==> src/rtl/clk_div_ratio_ctrl_pkg.sv <==
// Shared definitions for the divider ratio control stage:
// FSM encoding, UART prescale table and default ratio.
package clk_div_ratio_ctrl_pkg;

    localparam logic [1:0] ST_IDLE   = 2'd0;
    localparam logic [1:0] ST_GATE   = 2'd1;
    localparam logic [1:0] ST_LOAD   = 2'd2;
    localparam logic [1:0] ST_SETTLE = 2'd3;

    localparam int PRESCALE_32 = 32;
    localparam int PRESCALE_16 = 16;
    localparam int PRESCALE_8  = 8;
    localparam int PRESCALE_4  = 4;

    localparam int RATIO_P32 = 1;
    localparam int RATIO_P16 = 2;
    localparam int RATIO_P8  = 4;
    localparam int RATIO_P4  = 8;

    localparam int DEFAULT_RATIO_C = 1;

endpackage

==> src/rtl/clk_div_ratio_ctrl_prescale_to_ratio.sv <==
// UART prescale to divider ratio translation.
// Shared with the TX-side control; unknown prescales flag invalid.
module prescale_to_ratio
    import clk_div_ratio_ctrl_pkg::*;
#(
    parameter int W = 6
) (
    input  logic [W-1:0] prescale,
    output logic [W-1:0] ratio,
    output logic         valid
);

    always_comb begin
        ratio = '0;
        valid = 1'b0;
        unique case (1'b1)
            (prescale == W'(PRESCALE_32)): begin
                ratio = W'(RATIO_P32);
                valid = 1'b1;
            end
            (prescale == W'(PRESCALE_16)): begin
                ratio = W'(RATIO_P16);
                valid = 1'b1;
            end
            (prescale == W'(PRESCALE_8)): begin
                ratio = W'(RATIO_P8);
                valid = 1'b1;
            end
            (prescale == W'(PRESCALE_4)): begin
                ratio = W'(RATIO_P4);
                valid = 1'b1;
            end
            default: begin
                ratio = '0;
                valid = 1'b0;
            end
        endcase
    end

endmodule

==> src/rtl/clk_div_ratio_ctrl.sv <==
// Ratio-change control ahead of the integer clock divider.
// Gates the divider enable around every ratio load.
module clk_div_ratio_ctrl
    import clk_div_ratio_ctrl_pkg::*;
#(
    parameter int RATIO_WIDTH   = 6,
    parameter int DEFAULT_RATIO = DEFAULT_RATIO_C,
    parameter int GATE_CYCLES   = 4,
    parameter int SETTLE_CYCLES = 4
) (
    input  logic                   i_ref_clk,
    input  logic                   i_rst,
    input  logic                   i_en,
    input  logic                   i_cfg_valid,
    output logic                   o_cfg_ready,
    input  logic                   i_cfg_mode,
    input  logic [RATIO_WIDTH-1:0] i_cfg_value,
    output logic [RATIO_WIDTH-1:0] o_div_ratio,
    output logic                   o_clk_en,
    output logic                   o_busy,
    output logic                   o_cfg_err,
    output logic                   o_update_done
);

    localparam int MAXC = (GATE_CYCLES > SETTLE_CYCLES) ?
                          GATE_CYCLES : SETTLE_CYCLES;
    localparam int CW = $clog2(MAXC + 1);

    localparam logic [CW-1:0] G_LAST = CW'(GATE_CYCLES - 1);
    localparam logic [CW-1:0] S_LAST = CW'(SETTLE_CYCLES - 1);
    localparam logic [CW-1:0] CNT_ONE = CW'(1);

    logic [1:0]             state;
    logic [CW-1:0]          cnt;
    logic [RATIO_WIDTH-1:0] pending_ratio;

    logic [RATIO_WIDTH-1:0] p2r_ratio;
    logic                   p2r_valid;
    logic [RATIO_WIDTH-1:0] map_ratio;
    logic                   map_valid;
    logic                   accept;

    prescale_to_ratio #(
        .W(RATIO_WIDTH)
    ) u_p2r (
        .prescale(i_cfg_value),
        .ratio   (p2r_ratio),
        .valid   (p2r_valid)
    );

    always_comb begin
        map_ratio = i_cfg_mode ? p2r_ratio : i_cfg_value;
        map_valid = i_cfg_mode ? p2r_valid : 1'b1;
    end

    assign o_cfg_ready = (state == ST_IDLE) & ~i_rst;
    assign accept      = i_cfg_valid & o_cfg_ready;

    always_ff @(posedge i_ref_clk) begin
        if (i_rst) begin
            state         <= ST_IDLE;
            cnt           <= '0;
            pending_ratio <= '0;
            o_div_ratio   <= RATIO_WIDTH'(DEFAULT_RATIO);
            o_clk_en      <= 1'b0;
            o_busy        <= 1'b0;
            o_cfg_err     <= 1'b0;
            o_update_done <= 1'b0;
        end else begin
            o_cfg_err     <= 1'b0;
            o_update_done <= 1'b0;
            case (state)
                ST_IDLE: begin
                    o_clk_en <= i_en;
                    if (accept) begin
                        if (!map_valid) begin
                            o_cfg_err <= 1'b1;
                        end else if (map_ratio == o_div_ratio) begin
                            o_update_done <= 1'b1;
                        end else begin
                            pending_ratio <= map_ratio;
                            state         <= ST_GATE;
                            cnt           <= '0;
                            o_clk_en      <= 1'b0;
                            o_busy        <= 1'b1;
                        end
                    end
                end
                ST_GATE: begin
                    o_clk_en <= 1'b0;
                    if (cnt == G_LAST) begin
                        state <= ST_LOAD;
                        cnt   <= '0;
                    end else begin
                        cnt <= cnt + CNT_ONE;
                    end
                end
                ST_LOAD: begin
                    o_clk_en    <= 1'b0;
                    o_div_ratio <= pending_ratio;
                    state       <= ST_SETTLE;
                    cnt         <= '0;
                end
                ST_SETTLE: begin
                    // enable comes back via the IDLE follow one cycle later
                    o_clk_en <= 1'b0;
                    if (cnt == S_LAST) begin
                        state         <= ST_IDLE;
                        cnt           <= '0;
                        o_busy        <= 1'b0;
                        o_update_done <= 1'b1;
                    end else begin
                        cnt <= cnt + CNT_ONE;
                    end
                end
                default: begin
                    state    <= ST_IDLE;
                    cnt      <= '0;
                    o_busy   <= 1'b0;
                    o_clk_en <= 1'b0;
                end
            endcase
        end
    end

endmodule
==> config.mk <==
export PLATFORM = sky130hd
export DESIGN_NAME = clk_div_ratio_ctrl
export DESIGN_NICKNAME = d
export VERILOG_FILES = /design/src/rtl/clk_div_ratio_ctrl_pkg.sv /design/src/rtl/clk_div_ratio_ctrl_prescale_to_ratio.sv /design/src/rtl/clk_div_ratio_ctrl.sv
export SDC_FILE = /design/constraint.sdc
export NUM_CORES = 1
export LEC_CHECK = 0
export BUFFER_PORTS_ARGS = -buffer_cell sky130_fd_sc_hd__buf_2
export CAP_MARGIN = 30
export CORE_ASPECT_RATIO = 1.1
export CORE_MARGIN = 3
export CORE_UTILIZATION = 32
export DETAILED_ROUTE_END_ITERATION = 8
export MAX_ROUTING_LAYER = met4
export REMOVE_ABC_BUFFERS = 1
export SYNTH_ARGS = -nofsm -noshare
export SYNTH_HDL_FRONTEND = slang
export SYNTH_SLANG_ARGS = --single-unit
==> constraint.sdc <==
create_clock -name i_ref_clk -period 2.5 [get_ports i_ref_clk]
set_clock_uncertainty 0.15 [all_clocks]
set_input_delay 0 -clock i_ref_clk [delete_from_list [all_inputs] [get_ports i_ref_clk]]
set_output_delay 0 -clock i_ref_clk [all_outputs]
set_load 0.01 [all_outputs]
==> flow_summary.toml <==
[setup_path]
critPathKind = "in -> reg"
critPathSlowestCell = "dlygate4sd3_1"
r2r_cells = 6
crit_chain = "dlygate4sd3_1 -> buf_2 -> nor3b_2 -> a21oi_1 -> o41a_1 -> nor2_1 -> a21boi_4 -> o41ai_1"
worstPathRequired_ns = 2.49
cp_num_buf_inv = 2
cp_data_arrival_time_ns = 2.38
slowest_delay_ns = 0.52
critPathCaptureType = "flip-flop"
rr_startpoint = "o_div_ratio[0]"
r2r-end = "cnt[1]"
path_delay_family = "compound AO/OA/AOI/OAI gates"
cp-start-kind = "input pin"
worst-path-max-fanout = 9
reg2reg_slack_ns = 0.30

[route]
drtPass1Iterations = 4
ant_nets = 0
drt-wirelength-per-cell_um = 13.5
via_per_inst = 5.24
drc = 0
drt_first_iter_violations = 54
drt_wl_total_mm = 2.85
vias = 1105

[layout]
drive_gt1_frac = 0.205
multi_input_area_um2 = 744
seqCellArea_um2 = 420
syn_to_final_growth_pct = 19.3
antenna_cells = 0
nFillCells = 405
finalNetCount = 179
fin_cells = 211

[sta]
slew_viol_final = 0
worst_slew_pin_slew_ns = 0.498
rsz0062_at_grt = "no"
fmax_mhz = 418
hold_violations = 0
fin_crit_ns = 2.39
slew_headroom = 0.667
fin_ws_ns = 0.109
finalSetupViolations = 0
layout_worst_path_cycle_share = 0.957
setup_tns_ns = 0

[flow_run]
drv_cap = 0

[grt]
grt_max_degree = 22
grt_pass1_wl_mm = 4.90
antenna_found_initial = 0
gr-usage-all-layers = 0.135
grt-ovfl-total = 0
grt_pass1_vias = 1079

[die]
initial_utilization = 0.335
die_area_um2 = 4640
die_height_um = 71.2
core-area_um2 = 3680
die_w_um = 65.2
io-pin-count = 22
rows = 23

[power_and_ir_drop]
p_per_area_nw_per_um2 = 609
peakVddDrop_uv = 334
p_leak_nw = 0.606
p_total_w = 0.000898

[logic_synthesis]
yosysSeqAreaShare = 0.340
synth_edf_count = 0
synth_warnings = 0
synth_seq_cells = 21
synth_cell_types = 44
synthCells = 137
syn_avg_cell_area_um2 = 9.01
synthArstFlopShare = 0
synthFlopType = "dfxtp_1"
syn_area_um2 = 1230

[outcome]
outcome = "finished, final reports clean"

[cts]
cts_setup_buffers = 0
clock-sinks = 21
insertion_delay_ns = 0.26
root_buffer = "clkbuf_8"
clk_path_buf_depth = 2
cts_tree = "yes"
htreeDepth = 1
numCtsBuffers = 3
clk_pin_slew_ns = 0.07

[placed_design]
place_ws_ns = 0.162
hpwlAfterDp_mm = 2.20
gp_congestion = 0.770
placed_cells = 202
portBuffers = 21

[min_path]
hold_depth = 4
min_path_type = "in -> reg"
hp-start = "i_cfg_mode"
whs_endpoint = "pending_ratio[5]"
-- sequential cells by signal, indices dropped and copies added, names as in the netlist --
| register | flops |
|---|---|
| o_div_ratio | 6 |
| pending_ratio | 6 |
| cnt | 3 |
| state | 2 |
| o_busy | 1 |
| o_cfg_err | 1 |
| o_clk_en | 1 |
| o_update_done | 1 |
-- power by group --
| part | internal, W | total [W] | switching [W] |
|---|---|---|---|
| combinational | 0.000126 | 0.000286 | 0.000160 |
| sequential | 0.000371 | 0.000394 | 0.0000231 |
| clock | 0.000113 | 0.000218 | 0.000105 |
-- worst reg2reg max path, stage by stage, from the launching register on --
cell and delay, ns:
dfxtp_1 0.40, nor4bb_1 0.24, a32o_1 0.16, o22ai_1 0.10
or4_4 0.62, a21boi_4 0.24, mux2i_1 0.22
-- area by class of cell --
cell class	instances	area share
Inverter	8	0.0204
Tap cell	50	0.0425
Timing Repair Buffer	28	0.116
Multi-Input combinational cell	100	0.506
Sequential cell	21	0.285
Clock buffer	4	0.0306
-- routing by layer --
layer | track usage | wire length (um)
met5 | - | 0
met3 | 0.0159 | 76
met2 | 0.234 | 1420
met4 | 0.0553 | 65
met1 | 0.156 | 1290
-- Yosys cell counts, types with 2 or more instances --
cell type  number  area share
dfxtp_1        21        0.34
nor2_1         17       0.052
a21oi_1        11       0.045
inv_1           8       0.024
mux2i_1         8       0.065
a211oi_1        6       0.036
ha_1            6       0.061
nand2_1         5       0.015
clkbuf_1        4       0.012
nor2b_1         4       0.020
o311ai_0        3       0.021
xnor2_1         3       0.021
a31oi_1         2       0.010
a32oi_1         2       0.014
and3b_1         2       0.014
buf_2           2      0.0081
nand4_1         2       0.010
nor4_2          2       0.020
nor4bb_1        2       0.016
o21ai_0         2      0.0081
o41ai_1         2       0.014
-- how the worst max path moves through the flow --
| stage | slack [ns] | to | cells after the start | start |
|---|---|---|---|---|
| 6_report | 0.11 | state[1] | 8 | i_cfg_value[5] |
| 5_1_grt | 0.004 | state[1] | 8 | i_cfg_value[5] |
| 4_1_cts | 0.04 | cnt[1] | 8 | i_cfg_value[5] |
| 3_5_place_dp | 0.16 | cnt[1] | 7 | i_cfg_value[1] |
| 3_3_place_gp | 0.27 | state[0] | 6 | o_div_ratio[0] |
| 2_1_floorplan | 0.36 | cnt[0] | 6 | o_div_ratio[0] |
-- cell usage in the layout, fill, tap and decap left out, types with 4 or more instances in the layout --
master and instances:
buf_2 21, dlygate4sd3_1 5, mux2i_1 8, inv_1 8, dfxtp_1 21, a21oi_1 11
nand2_1 5, nor2b_1 4, ha_1 6, a211oi_1 6, nor2_1 17
-- logic make-up after synthesis --
group	count (synthesis)	share of synthesized area
buffers and inverters	16	0.0598
DFF	21	0.340
AOI/OAI and AO/OA	36	0.218
xor gates and xnor gates	4	0.0284
and+or+nand+nor	46	0.228
muxes	8	0.0648
adders and majority gates	6	0.0608
-- stage by stage --
| stage | instance area (um2) | utilization | hold slack (ns) |
|---|---|---|---|
| floorplan | 1190 | - | -0.0965 |
| finish | 1470 | 0.400 | 0.100 |
| detailed placement | 1370 | 0.373 | 0.119 |
| CTS | 1470 | 0.399 | 0.0969 |
| global placement | 1370 | 0.373 | 0.110 |
| global route | 1470 | 0.400 | 0.140 |
-- what timing repair did --
| item | CTS | global route |
|---|---|---|
| resized for setup | 0 | 1 |
| hold buffers | 5 | 0 |
| hold endpoints to repair | 8 | 0 |
| setup endpoints to repair | 0 | 5 |
No activity file was read; power rests on OpenSTA's default activity.
